File: config.mk
export PLATFORM = sky130hd
export DESIGN_NAME = senha_enroll_flat
export DESIGN_NICKNAME = d
export VERILOG_FILES = /design/src/rtl/senha_enroll_pkg.sv /design/src/rtl/senha_enroll_if.sv /design/src/rtl/senha_enroll_binary_counter.sv /design/src/rtl/senha_enroll.sv /design/src/flat_wrapper.sv
export SDC_FILE = /design/constraint.sdc
export NUM_CORES = 1
export LEC_CHECK = 0
export CORE_ASPECT_RATIO = 1.5
export CORE_MARGIN = 1
export CORE_UTILIZATION = 45
export CTS_CLUSTER_SIZE = 40
export DETAILED_ROUTE_END_ITERATION = 8
export PLACE_DENSITY = 0.69
export SLEW_MARGIN = 20
export SYNTH_ARGS = -nofsm -noshare
export SYNTH_HDL_FRONTEND = slang
export SYNTH_SLANG_ARGS = --single-unit
File: constraint.sdc
create_clock -name clk -period 7.25 [get_ports clk]
set_clock_uncertainty 0.2 [all_clocks]
set_input_delay 1.45 -clock clk [delete_from_list [all_inputs] [get_ports clk]]
set_output_delay 1.45 -clock clk [all_outputs]
set_load 0.1 [all_outputs]
File: src/rtl/senha_enroll_pkg.sv
// Shared definitions for the password enrollment engine: table geometry,
// free-slot marker, status codes and FSM state encoding.
package senha_enroll_pkg;

    localparam int         ADDR_W = 5;
    localparam int         DEPTH  = 2 ** ADDR_W;
    localparam logic [7:0] EMPTY  = 8'h00;

    typedef enum logic [2:0] {
        ST_NONE      = 3'd0,
        ST_OK        = 3'd1,
        ST_DUP       = 3'd2,
        ST_FULL      = 3'd3,
        ST_NOT_FOUND = 3'd4,
        ST_INVALID   = 3'd5
    } status_t;

    typedef enum logic [2:0] {
        S_IDLE   = 3'd0,
        S_SCAN   = 3'd1,
        S_LAST   = 3'd2,
        S_WRITE  = 3'd3,
        S_REPORT = 3'd4
    } state_t;

endpackage

File: src/rtl/senha_enroll_if.sv
// Command strobe, status and password-RAM port bundle for senha_enroll.
// slave = the engine, master = whoever drives commands and models the RAM.
interface senha_enroll_if;

    logic                                enter;
    logic                                mode;
    logic [7:0]                          senha_in;
    logic [7:0]                          mem_q;
    logic [senha_enroll_pkg::ADDR_W-1:0] mem_addr;
    logic [7:0]                          mem_wdata;
    logic                                mem_we;
    logic                                busy;
    logic                                done;
    logic [2:0]                          status;

    modport slave (
        input  enter, mode, senha_in, mem_q,
        output mem_addr, mem_wdata, mem_we, busy, done, status
    );

    modport master (
        output enter, mode, senha_in, mem_q,
        input  mem_addr, mem_wdata, mem_we, busy, done, status
    );

endinterface

File: src/rtl/senha_enroll_binary_counter.sv
// Scan address counter: synchronous clear, count enable, terminal-count flag.
// Output is the registered count; o_fc is high while the count is all ones.
module senha_enroll_binary_counter #(
    parameter int WIDTH = 5
) (
    input  logic             clk,
    input  logic             rst,
    input  logic             i_en,
    output logic [WIDTH-1:0] o_q,
    output logic             o_fc
);

    logic [WIDTH-1:0] r_q;

    always_ff @(posedge clk) begin
        if (rst) begin
            r_q <= '0;
        end else if (i_en) begin
            r_q <= r_q + {{(WIDTH-1){1'b0}}, 1'b1};
        end
    end

    assign o_q  = r_q;
    assign o_fc = &r_q;

endmodule

File: src/rtl/senha_enroll.sv
// Password add/remove engine: full table scan, at most one RAM write, status report.
// Latency DEPTH+3 cycles with a write, DEPTH+2 without; enter outside IDLE is dropped.
module senha_enroll
    import senha_enroll_pkg::*;
(
    input  logic          clk,
    input  logic          rst,
    senha_enroll_if.slave bus
);

    state_t              r_state, w_state_n;
    status_t             r_status, w_res;
    logic                r_mode;
    logic [7:0]          r_senha;
    logic                r_match_vld, r_free_vld;
    logic [ADDR_W-1:0]   r_match_addr, r_free_addr;
    logic                r_cmp_vld;
    logic [ADDR_W-1:0]   r_cmp_addr;
    logic [ADDR_W-1:0]   r_wr_addr, w_wr_addr;
    logic [7:0]          r_wr_data, w_wr_data;

    logic [ADDR_W-1:0]   w_cnt;
    logic                w_fc, w_cnt_rst, w_cnt_en;
    logic                w_hit, w_free, w_we;
    logic                w_match_vld, w_free_vld;
    logic [ADDR_W-1:0]   w_match_addr, w_free_addr;

    assign w_cnt_rst = rst | (r_state == S_IDLE);
    assign w_cnt_en  = (r_state == S_SCAN);

    senha_enroll_binary_counter #(.WIDTH(ADDR_W)) u_binary_counter (
        .clk  (clk),
        .rst  (w_cnt_rst),
        .i_en (w_cnt_en),
        .o_q  (w_cnt),
        .o_fc (w_fc)
    );

    // mem_q lags the address by one cycle, so compare against the address issued last cycle.
    assign w_hit        = r_cmp_vld && (bus.mem_q == r_senha);
    assign w_free       = r_cmp_vld && (bus.mem_q == EMPTY);
    assign w_match_vld  = r_match_vld | w_hit;
    assign w_match_addr = r_match_vld ? r_match_addr : r_cmp_addr;
    assign w_free_vld   = r_free_vld | w_free;
    assign w_free_addr  = r_free_vld ? r_free_addr : r_cmp_addr;

    always_comb begin
        w_state_n = r_state;
        w_res     = ST_NONE;
        w_wr_addr = r_wr_addr;
        w_wr_data = r_wr_data;
        case (r_state)
            S_IDLE: begin
                if (bus.enter) begin
                    if (bus.senha_in == EMPTY) begin
                        w_state_n = S_REPORT;
                        w_res     = ST_INVALID;
                    end else begin
                        w_state_n = S_SCAN;
                    end
                end
            end
            S_SCAN: begin
                if (w_fc) w_state_n = S_LAST;
            end
            S_LAST: begin
                w_state_n = S_REPORT;
                if (!r_mode) begin
                    if (w_match_vld) begin
                        w_res = ST_DUP;
                    end else if (w_free_vld) begin
                        w_state_n = S_WRITE;
                        w_wr_addr = w_free_addr;
                        w_wr_data = r_senha;
                    end else begin
                        w_res = ST_FULL;
                    end
                end else begin
                    if (w_match_vld) begin
                        w_state_n = S_WRITE;
                        w_wr_addr = w_match_addr;
                        w_wr_data = EMPTY;
                    end else begin
                        w_res = ST_NOT_FOUND;
                    end
                end
            end
            S_WRITE: begin
                w_state_n = S_REPORT;
                w_res     = ST_OK;
            end
            S_REPORT: w_state_n = S_IDLE;
            default:  w_state_n = S_IDLE;
        endcase
    end

    always_ff @(posedge clk) begin
        if (rst) begin
            r_state      <= S_IDLE;
            r_status     <= ST_NONE;
            r_mode       <= 1'b0;
            r_senha      <= '0;
            r_match_vld  <= 1'b0;
            r_match_addr <= '0;
            r_free_vld   <= 1'b0;
            r_free_addr  <= '0;
            r_cmp_vld    <= 1'b0;
            r_cmp_addr   <= '0;
            r_wr_addr    <= '0;
            r_wr_data    <= '0;
        end else begin
            r_state    <= w_state_n;
            r_cmp_vld  <= (r_state == S_SCAN);
            r_cmp_addr <= w_cnt;
            r_wr_addr  <= w_wr_addr;
            r_wr_data  <= w_wr_data;
            if (r_state == S_IDLE && bus.enter) begin
                r_mode      <= bus.mode;
                r_senha     <= bus.senha_in;
                r_match_vld <= 1'b0;
                r_free_vld  <= 1'b0;
            end else begin
                r_match_vld  <= w_match_vld;
                r_match_addr <= w_match_addr;
                r_free_vld   <= w_free_vld;
                r_free_addr  <= w_free_addr;
            end
            // Status lands on REPORT entry so it is valid in the same cycle as done.
            if (w_state_n == S_REPORT && r_state != S_REPORT) r_status <= w_res;
        end
    end

    assign w_we          = (r_state == S_WRITE) && !rst;
    assign bus.mem_we    = w_we;
    assign bus.mem_addr  = (r_state == S_WRITE) ? r_wr_addr : w_cnt;
    assign bus.mem_wdata = w_we ? r_wr_data : 8'h00;
    assign bus.busy      = (r_state != S_IDLE);
    assign bus.done      = (r_state == S_REPORT);
    assign bus.status    = r_status;

endmodule
File: src/flat_wrapper.sv
// flat-port wrapper written by rule: the top's interface ports become plain ports
module senha_enroll_flat import senha_enroll_pkg::*;
  (clk, rst, bus_enter, bus_mode, bus_senha_in, bus_mem_q, bus_mem_addr, bus_mem_wdata, bus_mem_we, bus_busy, bus_done, bus_status);
  senha_enroll_if bus_i ();
  input  logic clk;
  input  logic rst;
  input wire logic [$bits(bus_i.enter)-1:0] bus_enter;
  input wire logic [$bits(bus_i.mode)-1:0] bus_mode;
  input wire logic [$bits(bus_i.senha_in)-1:0] bus_senha_in;
  input wire logic [$bits(bus_i.mem_q)-1:0] bus_mem_q;
  output wire logic [$bits(bus_i.mem_addr)-1:0] bus_mem_addr;
  output wire logic [$bits(bus_i.mem_wdata)-1:0] bus_mem_wdata;
  output wire logic [$bits(bus_i.mem_we)-1:0] bus_mem_we;
  output wire logic [$bits(bus_i.busy)-1:0] bus_busy;
  output wire logic [$bits(bus_i.done)-1:0] bus_done;
  output wire logic [$bits(bus_i.status)-1:0] bus_status;
  assign bus_i.enter = bus_enter;
  assign bus_i.mode = bus_mode;
  assign bus_i.senha_in = bus_senha_in;
  assign bus_i.mem_q = bus_mem_q;
  assign bus_mem_addr = bus_i.mem_addr;
  assign bus_mem_wdata = bus_i.mem_wdata;
  assign bus_mem_we = bus_i.mem_we;
  assign bus_busy = bus_i.busy;
  assign bus_done = bus_i.done;
  assign bus_status = bus_i.status;
  senha_enroll u_core (.clk(clk), .rst(rst), .bus(bus_i));
endmodule
* Word-level counts from Yosys, hierarchy flattened
Index checks and enable logic that the tools add are counted.
Storage, ports and cells: flip-flop bits (word level) 51, output and inout bits 19
Operators by class: add/subtract/negate cells 1, eq/ne operators 9, multiplexer cells 27, bitwise logic cells 3, reductions and logical operators 14
Operators by type and width (number):
- 8-bit 2-to-1 mux | 5
- 3-bit 2-to-1 mux | 12
- 5-bit 2-to-1 mux | 7
- 8-bit zero test | 2
- 3-bit one-hot mux with 4 select lines | 1
- 3-bit one-hot mux with 3 select lines | 1
- 8-bit equality test | 1
- 3-bit by 2-bit equality test with 1-bit output, second input constant | 2
- 3-bit equality test, second input constant | 2
- 5-bit by 1-bit adder with 5-bit output, second input constant | 1
- 1-bit logical AND | 5
- 5-bit AND reduction | 1
- 4-bit AND reduction | 1
- 3-bit by 1-bit equality test with 1-bit output, second input constant | 1
- 3-bit zero test | 1
- 3-bit != test, second input constant | 1
- 1-bit OR | 3
- 3-bit nonzero test | 1
- 2-bit 2-to-1 mux | 1
- 2-bit by 1-bit != test with 1-bit output, second input constant | 1
- 2-bit != test, second input constant | 1
- 2-bit nonzero test | 1
- 2-bit OR reduction | 1
- 1-bit zero test | 1

* Depth between registers and ports, before layout
Gate-level depths: netlist of run 1.
depth after elaboration 9, depth in mapped cells 9

* Modules after synthesis
A second synthesis of run 1 with hierarchy kept.
Unflattened totals: cells, all modules 271, area total of the unflattened synthesis 2431.1 µm²
Modules (own cells, without submodules):
- senha_enroll | instances 1, cells each 249, area an instance 2179.6 µm², seq. area each 920.9 µm²
- senha_enroll_binary_counter | instances 1, cells each 22, area an instance 251.5 µm², seq. area each 100.1 µm²

* Worst setup path before layout of run 1
OpenSTA, ideal clock, no wires.
kind input port to output port, from in rst, to out bus_mem_wdata[0], arrival time 3.939 ns, required time 5.600 ns, path slack 1.661 ns, stages on the path 3, path buffers 1, cells stage by stage clkbuf_1 -> nor2_1 -> and2_1
Between the ends: longest elaborated chain between the ends 3
RTL lines:
- from (decl) | line flat_wrapper.sv:6 | input logic rst;
- 1-bit zero test | line senha_enroll.sv:133 | assign w_we = (r_state == S_WRITE) && !rst;
- 1-bit logical AND | line senha_enroll.sv:133
- net bus_mem_we | line flat_wrapper.sv:13 | output wire logic [$bits(bus_i.mem_we)-1:0] bus_mem_we;
- 8-bit 2-to-1 mux | line senha_enroll.sv:136 | assign bus.mem_wdata = w_we ? r_wr_data : 8'h00;
- to (decl) | line flat_wrapper.sv:12 | output wire logic [$bits(bus_i.mem_wdata)-1:0] bus_mem_wdata;
The timed path passes the listed nets, and every way through them passes these cells.

* Worst setup path in the final report of run 1
from in rst, to out bus_mem_wdata[7]
Between the ends: longest elaborated chain between the ends 3
RTL lines (line):
- 1-bit zero test | senha_enroll.sv:133
- 1-bit logical AND | senha_enroll.sv:133
- 8-bit 2-to-1 mux | senha_enroll.sv:136
Every way passes these cells.

==> results of run 1 <==
==> flip-flops by register name (all words and copies together), names as in the netlist <==
signal and count:
u_core.r_free_vld 1, u_core.r_senha 8, u_core.bus.status 3, u_core.r_cmp_vld 1, u_core.r_wr_addr 5, u_core.r_mode 1
u_core.r_cmp_addr 5, u_core.u_binary_counter.o_q 5, u_core.r_free_addr 5, u_core.r_match_addr 5, u_core.r_wr_data 8, u_core.r_state 3
u_core.r_match_vld 1
==> stage by stage <==
step	hold slack, ns	util
after floorplan	0.227	-
after global placement	0.236	0.541
after detailed placement	0.240	0.541
after CTS	0.254	0.562
after global routing	0.264	0.562
final	0.251	0.562
==> worst reg2reg max path: stages, from the launching register on <==
cell and delay [ns]:
dfxtp_1 0.35, xor2_1 0.18, nor4_2 0.36, a41oi_4 0.24
ha_1 0.34, nand2_1 0.08, a21oi_2 0.51, nand3b_1 0.14
a21oi_1 0.17
==> logic make-up after synthesis <==
| group | share of synthesized area |
|---|---|
| flip-flops | 0.431 |
| AND/OR/NAND/NOR | 0.257 |
| XOR/XNOR | 0.0333 |
| AO/OA/AOI/OAI | 0.181 |
| buffers and inverters | 0.0307 |
| adder cells (fa/ha/maj) | 0.0159 |
| multiplexers | 0.0507 |
==> area by class of cell <==
cell class,instances,area [um2],share of cell area
Inverter,2,7.51,0.00263
Tap cell,68,85.1,0.0298
Multi-Input combinational cell,215,1270,0.446
Sequential cell,51,1020,0.357
Timing Repair Buffer,39,365,0.128
Clock inverter,1,7.51,0.00263
Clock buffer,7,96.3,0.0337
==> layout by cell type, fill, tap and decap left out, types with 2 or more instances in the layout <==
master and instances:
nand3_1 3, clkbuf_8 7, and3_1 2, o21ai_0 11, nor2_1 13, a21oi_1 44
ha_1 3, a21o_2 2, nor3_1 6, a211oi_1 7, xor2_1 7, inv_1 2
nor3b_1 2, xnor2_1 2, and2_1 8, dfxtp_1 51, nor2b_1 10, mux2i_1 5
clkdlybuf4s50_1 29, nand3b_1 9, buf_4 10, mux2_2 5, nor4_1 2, nand2b_1 2
nand2_1 57
==> worst max path at each step <==
stage,to,cells past startpoint,startpoint
floorplan,bus_mem_wdata[0],3,rst
global placement,bus_mem_wdata[1],5,rst
detailed placement,bus_mem_wdata[7],5,rst
CTS,bus_mem_wdata[7],5,rst
global route,bus_mem_wdata[3],5,rst
finish,bus_mem_wdata[7],5,rst
==> synth_stat cells <==
cell      number
ha_1           3
and2_1         8
or2_2          1
nor4_1         2
o22a_2         1
a21o_2         2
clkbuf_1      14
xnor2_1        2
inv_1          2
mux2_2         5
a311oi_2       1
buf_4          1
nor2_1        13
nand2_1       57
nand3b_1       9
buf_2          1
and3_2         1
nor3b_2        1
nor3b_1        2
nand3_1        3
xor2_1         7
a31oi_1        1
o22a_1         1
o21a_1         1
nor3_1         6
a41oi_4        1
dfxtp_1       51
nor4b_1        1
nor3_2         1
nor2b_1       10
mux2i_2        1
and4b_1        1
nor4_2         1
a211oi_1       7
o21ai_0       11
a21oi_1       44
and3_1         2
a21oi_2        1
mux2i_1        5
nand2b_1       2
==> per-layer routing <==
metal,GRT usage,share of wire,up-vias
met2,0.328,0.51,67
met1,0.249,0.42,950
met3,0.0487,0.053,8
li1,-,-,1039
met5,0,0,-
met4,0.0663,0.016,0
==> power by group <==
group	leakage (nW)	switching (W)	total [W]	internal, W
Sequential	0.413	0.00000751	0.000292	0.000285
Clock	0.0505	0.0000940	0.000181	0.0000869
Combinational	0.569	0.0000299	0.0000513	0.0000214
==> flow_metrics.tcl, run 1 <==
set metrics [dict create \
    status "finished clean" \
    setup_viol 0 \
    fin_crit_sh 0.650 \
    cts_setup_buffers 0 \
    nets 337 \
    end_kind "output pin" \
    viasPerCell 5.39 \
    antenna_found_initial 0 \
    syn_to_final_growth_pct 20.7 \
    drt_first_pass_iters 4 \
    finalSetupTns_ns 0 \
    post_cts_resized 0 \
    fin_ws_ns 2.54 \
    yosysTopAreaCellShare 0.431 \
    diodes 0 \
    yosysTopAreaCell "dfxtp_1" \
    die_h_um 90.8 \
    timing.fmax_mhz 212 \
    htreeDepth 2 \
    ys_warn_count 0 \
    pin_count 39 \
    dpl.hpwl_um 3600 \
    worstSkewPairLatency_ns 0.31 \
    max-slew-margin-rel 0.353 \
    drive_gt1_frac 0.111 \
    cts.reportedPaths.clkPinSlew_ns 0.10 \
    hold_class "reg -> reg" \
    ys_seq_elements 51 \
    fillers 500 \
    reg2reg_slack_ns 4.62 \
    clockBufferDepth 2 \
    routabilityCongestion 0.781 \
    p_per_area_mw_per_mm2 184 \
    netlist_area_mm2 0.00237 \
    grt_pass1_wl_um 8450 \
    path_cells "clkdlybuf4s50_1 -> buf_4 -> nor2_1 -> and2_1 -> buf_4" \
    ys_types 40 \
    initial_core_util 0.466 \
    critPathSlowestCell "clkdlybuf4s50_1" \
    core_mm2 0.00508 \
    drt-total-wl_um 5200 \
    synth_cells 284 \
    startpoint_type "input pin" \
    final_area_mm2 0.00286 \
    io_buffers 38 \
    slowest_delay_ns 0.45 \
    path_buf_inv 3 \
    grt_overflow 0 \
    cap_violations 0 \
    worstMarginPinSlew_ns 0.967 \
    avgRoutedWirePerCell_um 13.6 \
    worstPathArrival_ns 3.06 \
    dp.cells 375 \
    cts_tree "yes" \
    rows 32 \
    pre_cts_ws_ns 2.52 \
    p_total_w 0.000524 \
    cts-buffers-inserted 5 \
    first_iter_violations 58 \
    critical_path_peak_fanout 52 \
    cpLargestDelayFamily "buffers and inverters" \
    cts_root_buffer "clkbuf_8" \
    grt_pass1_vias 1804 \
    synth_seq_area_share 0.431 \
    die-area_mm2 0.00556 \
    ant_nets 0 \
    min_path_cells 2 \
    maxSlewViolCount 0 \
    period_minus_slack_ns 4.71 \
    grt_usage 0.201 \
    route.detailed.drc 0 \
    cts_sinks 51 \
    hold_viol_final 0 \
    holdPathEnd "u_core.r_wr_data[2]$_SDFFE_PP0P_" \
    placed_cell_area_mm2 0.00275 \
    rsz0062_at_grt "false" \
    ff2ff_path_depth 8 \
    avgSynthCellArea_um2 8.34 \
    grt_max_degree 53 \
    ir_worst_vdd_mv 0.121 \
    min_from "u_core.r_wr_data[2]$_SDFFE_PP0P_" \
    die_x_um 61.2 \
    cp_data_required_time_ns 5.60 \
    syn_nets 307 \
    dr_total_vias 2064 \
    path_common_cell "buf_4" \
    hold_buffers 0 \
    ys_top_cells_by_area "dfxtp_1 43%, a21oi_1 9.3%, nand2_1 9.0%" \
    fin_cells 383 \
    reg2reg_to "u_core.r_wr_data[6]$_SDFFE_PP0P_" \
    regToRegStartpoint "u_core.r_senha[4]$_SDFFE_PP0P_" \
    path_class "in -> out" \
    p_leak_nw 1.03 \
]
Power figures use the tool's default switching activity.
==> run 2, diff against run 1 <==
Settings changed: PLACE_DENSITY 0.69 to 0.72.
Clock period 7.25 ns to 3.8 ns, I/O delays scaled along.
==> flow_metrics.tcl, run 2 (same netlist as run 1, synthesis figures left out) <==
set metrics [dict create \
    cts_setup_buffers 0 \
    dr_total_vias 1977 \
    pin_count 39 \
    path_cells "clkdlybuf4s50_1 -> xor2_1 -> nor4_2 -> a41oi_4 -> ha_1 -> nand2_1 -> a21oi_2 -> nand3b_1 -> a21oi_1" \
    status "finished clean" \
    period_minus_slack_ns 3.13 \
    routabilityCongestion 0.806 \
    fillers 488 \
    path_class "in -> reg" \
    grt_pass1_wl_um 8730 \
    avgRoutedWirePerCell_um 13.5 \
    final_common_cell "nand2_1" \
    die_h_um 90.8 \
    p_per_area_mw_per_mm2 335 \
    min_from "u_core.r_wr_data[0]$_SDFFE_PP0P_" \
    drive_gt1_frac 0.136 \
    setup_viol 0 \
    drt-total-wl_um 5170 \
    critPathSlowestCell "a21oi_2" \
    hold_viol_final 0 \
    p_leak_nw 1.08 \
    cpLargestDelayFamily "compound AO/OA/AOI/OAI gates" \
    hold_buffers 0 \
    grt_usage 0.206 \
    cts.reportedPaths.clkPinSlew_ns 0.09 \
    max-slew-margin-rel 0.358 \
    p_total_w 0.000991 \
    die-area_mm2 0.00556 \
    maxSlewViolCount 0 \
    grt_max_degree 52 \
    critical_path_peak_fanout 13 \
    nets 338 \
    slowest_delay_ns 0.50 \
    diodes 0 \
    worstMarginPinSlew_ns 0.960 \
    die_x_um 61.2 \
    worstPathArrival_ns 3.16 \
    cts_tree "yes" \
    first_iter_violations 85 \
    viasPerCell 5.15 \
    route.detailed.drc 0 \
    hold_class "reg -> reg" \
    cts_sinks 51 \
    dpl.hpwl_um 3630 \
    initial_core_util 0.466 \
    seq_area_mm2 0.00102 \
    grt_overflow 0 \
    startpoint "bus_mem_q[4]" \
    end_kind "flip-flop" \
    clockBufferDepth 2 \
    ant_nets 0 \
    cts_root_buffer "clkbuf_8" \
    ir_worst_vdd_mv 0.238 \
    core_mm2 0.00508 \
    post_cts_resized 0 \
    regToRegStartpoint "u_core.r_senha[4]$_SDFFE_PP0P_" \
    mostFrequentLayoutCells "57 x nand2_1, 51 x dfxtp_1, 44 x a21oi_1" \
    pre_cts_ws_ns 0.369 \
    cts-buffers-inserted 5 \
    multi_input_area_mm2 0.00128 \
    reg_top3 "u_core.r_senha (8), u_core.r_wr_data (8)" \
    syn_to_final_growth_pct 24.9 \
    rows 32 \
    worstSkewPairLatency_ns 0.30 \
    cap_violations 0 \
    timing.fmax_mhz 320 \
    path_buf_inv 1 \
    cp_data_required_time_ns 3.83 \
    rsz0062_at_grt "false" \
    startpoint_type "input pin" \
    grt_pass1_vias 1830 \
    io_buffers 38 \
    fin_crit_sh 0.823 \
    htreeDepth 2 \
    fin_ws_ns 0.674 \
    antenna_found_initial 0 \
    finalSetupTns_ns 0 \
    drt_first_pass_iters 4 \
]
[run 2: changes by cell type in the layout (fill, tap and decap cells not counted)]
| cell | before | now |
|---|---|---|
| nor2_1 | 13 | 12 |
| buf_4 | 10 | 9 |
| clkinvlp_4 | 1 | 0 |
| clkdlybuf4s50_1 | 29 | 22 |
| nor2_2 | 0 | 1 |
| clkbuf_1 | 0 | 1 |
| buf_12 | 0 | 9 |
[run 2: metal layers]
metal | up-vias | routed length, um | GRT usage | share of wire
met1 | 895 | 2390 | 0.283 | 0.46
met2 | 41 | 2500 | 0.313 | 0.48
met5 | - | 0 | 0 | 0
met4 | 0 | 83 | 0.0739 | 0.016
li1 | 1035 | - | - | -
met3 | 6 | 195 | 0.0401 | 0.038
[run 2: cell type report]
type	instances	area share
flip-flops and latches	51	0.345
multi-input cells	215	0.431
repair buffers	40	0.158
clock buffers	8	0.0338
inverters	2	0.00254
well taps	68	0.0288
[run 2: stage by stage]
step | cells | hold slack, ns | area, um2 | utilization
after floorplan | 284 | 0.227 | 2370 | -
after global placement | 376 | 0.235 | 2860 | 0.562
after detailed placement | 376 | 0.241 | 2860 | 0.562
after CTS | 384 | 0.253 | 2960 | 0.582
after global routing | 384 | 0.280 | 2960 | 0.582
final | 384 | 0.249 | 2960 | 0.582
[run 2: final timing paths]
path / cells after the start / to / slack (ns)
hold reg to reg: 2 / u_core.r_wr_data[0]$_SDFFE_PP0P_ / 0.25
setup / recovery: 9 / u_core.r_wr_data[2]$_SDFFE_PP0P_ / 0.67
setup reg to reg: 8 / u_core.r_wr_data[2]$_SDFFE_PP0P_ / 1.20
hold / removal: 2 / u_core.r_wr_data[0]$_SDFFE_PP0P_ / 0.25
[run 2: worst register-to-register path, delay by kind of cell (launching register included)]
family                   cells  cell delay (ns)
XOR/XNOR                     1             0.18
adder cells (fa/ha/maj)      1             0.33
AND/OR/NAND/NOR              3             0.57
AO/OA/AOI/OAI                3             0.90
flip-flops                   1             0.35
[run 2: power by group]
| part | internal [W] | switching, W | leakage (nW) |
|---|---|---|---|
| Clock | 0.000166 | 0.000168 | 0.0515 |
| Combinational | 0.0000412 | 0.0000580 | 0.611 |
| Sequential | 0.000543 | 0.0000140 | 0.413 |
| Total | 0.000751 | 0.000240 | 1.08 |
==> run 3, diff against run 2 <==
Clock period 3.8 ns to 2.8 ns, I/O delays scaled along.
==> flow_metrics.tcl, run 3 (same netlist as run 1, synthesis figures left out) <==
set metrics [dict create \
    mostFrequentLayoutCells "57 x nand2_1, 51 x dfxtp_1, 44 x a21oi_1" \
    timing.fmax_mhz 378 \
    hold_viol_final 0 \
    power_frac_comb 0.113 \
    cts_sinks 51 \
    end_kind "output pin" \
    ir_worst_vdd_mv 0.262 \
    grt_usage 0.213 \
    avgRoutedWirePerCell_um 13.9 \
    path_cells "nand3b_1 -> nor2_4 -> and2_2 -> buf_12" \
    nets 345 \
    power.internal_w 0.000974 \
    route.detailed.drc 0 \
    hold_buffers 0 \
    grt_overflow 0 \
    worstMarginPinSlew_ns 0.557 \
    routabilityCongestion 0.782 \
    path_buf_inv 1 \
    die_x_um 61.2 \
    cts_root_buffer "clkbuf_8" \
    first_iter_violations 53 \
    antenna_found_initial 0 \
    die-area_mm2 0.00556 \
    io_buffers 38 \
    ant_nets 0 \
    cp_num_cells 4 \
    dp.cells 383 \
    worstSkewPairLatency_ns 0.30 \
    drt-total-wl_um 5430 \
    fin_cells 391 \
    rows 32 \
    path_class "reg -> out" \
    grt_max_degree 52 \
    ff2ff_path_depth 8 \
    diodes 0 \
    final_common_cell "nand2_1" \
    grt_pass1_vias 1892 \
    post_cts_resized 0 \
    hold_class "reg -> reg" \
    setup_viol 0 \
    initial_core_util 0.466 \
    fillers 468 \
    maxSlewViolCount 0 \
    finalSetupTns_ns 0 \
    p_per_area_mw_per_mm2 426 \
    htreeDepth 2 \
    grt_pass1_wl_um 8950 \
    worstPathArrival_ns 1.88 \
    cts-buffers-inserted 5 \
    dr_total_vias 2038 \
    power_frac_seq 0.577 \
    fin_crit_sh 0.944 \
    reg_top3 "u_core.r_senha (8), u_core.r_wr_data (8)" \
    min_path_cells 2 \
    swShare 0.252 \
    cts_tree "yes" \
    core_mm2 0.00508 \
    drive_gt1_frac 0.189 \
    critPathSlowestCell "nand3b_1" \
    critical_path_peak_fanout 9 \
    syn_to_final_growth_pct 29.3 \
    pin_count 39 \
    rsz0062_at_grt "false" \
    clock_power_share 0.311 \
    cts.reportedPaths.clkPinSlew_ns 0.09 \
    slowest_delay_ns 0.43 \
    drt_first_pass_iters 4 \
    status "finished clean" \
    cp_data_required_time_ns 2.04 \
    startpoint_type "flip-flop" \
    max-slew-margin-rel 0.628 \
    period_minus_slack_ns 2.64 \
    cap_violations 0 \
    cpLargestDelayFamily "simple AND/OR/NAND/NOR gates" \
    power_switching_w 0.000329 \
    die_h_um 90.8 \
    p_leak_nw 1.13 \
    reg2reg_slack_ns 0.52 \
    cts_setup_buffers 0 \
    viasPerCell 5.21 \
    clockBufferDepth 2 \
    dpl.hpwl_um 4010 \
]
## run 3: cell types whose count changed in the layout (fill, tap and decap cells not counted), sizes merged
cell / change
clkinv: +1
clkdlybuf4s50: -4
buf: +11
clkbuf: -1
## run 3: layout make-up
type                            instances  area [um2]  area share
Timing Repair Buffer                   47         571       0.186
Clock buffer                            7        76.3      0.0249
Inverter                                2        7.51     0.00245
Clock inverter                          1        5.00     0.00164
Multi-Input combinational cell        215        1290       0.423
Tap cell                               68        85.1      0.0278
Sequential cell                        51        1020       0.334
## run 3: worst reg2reg max path: cells and delay by family (launching register included)
family | cells | cell delay, ns
compound gates | 3 | 0.54
xor+xnor | 1 | 0.18
fa+ha+maj | 1 | 0.30
flops | 1 | 0.35
simple gates | 3 | 0.57
## run 3: power groups by stage
stage | Combinational [W] | Clock [W] | Sequential, W
4_1_cts | 0.000148 | 0.000412 | 0.000752
3_3_place_gp | 0.000146 | 0 | 0.000768
3_5_place_dp | 0.000147 | 0 | 0.000769
2_1_floorplan | 0.0000902 | 0 | 0.000763
6_report | 0.000147 | 0.000405 | 0.000752
5_1_grt | 0.000159 | 0.000444 | 0.000754
## run 3: worst paths after layout
path                                                       start                               end
worst max-delay path                u_core.r_state[2]$_SDFF_PP0_                  bus_mem_wdata[1]
worst min register to register  u_core.r_wr_data[3]$_SDFFE_PP0P_  u_core.r_wr_data[3]$_SDFFE_PP0P_
worst min-delay path            u_core.r_wr_data[3]$_SDFFE_PP0P_  u_core.r_wr_data[3]$_SDFFE_PP0P_
worst max register to register    u_core.r_senha[4]$_SDFFE_PP0P_  u_core.r_wr_addr[2]$_SDFFE_PP0P_
## run 3: per-layer routing
layer | share of wire | global-route usage | routed length [um]
met3 | 0.029 | 0.0301 | 156
met4 | 0.013 | 0.0625 | 68
met1 | 0.45 | 0.281 | 2460
met5 | 0 | 0 | 0
met2 | 0.51 | 0.349 | 2750
## run 3: metrics by stage
step	hold WS (ns)	power (W)	util	setup slack, ns	instance area [um2]
after floorplan	0.227	0.000854	-	-0.260	2390
after global placement	0.235	0.000914	0.586	-0.0406	2980
after detailed placement	0.242	0.000915	0.586	-0.115	2980
after CTS	0.254	0.00131	0.602	0.143	3060
after global routing	0.277	0.00136	0.602	0.0719	3060
final	0.254	0.00130	0.602	0.156	3060
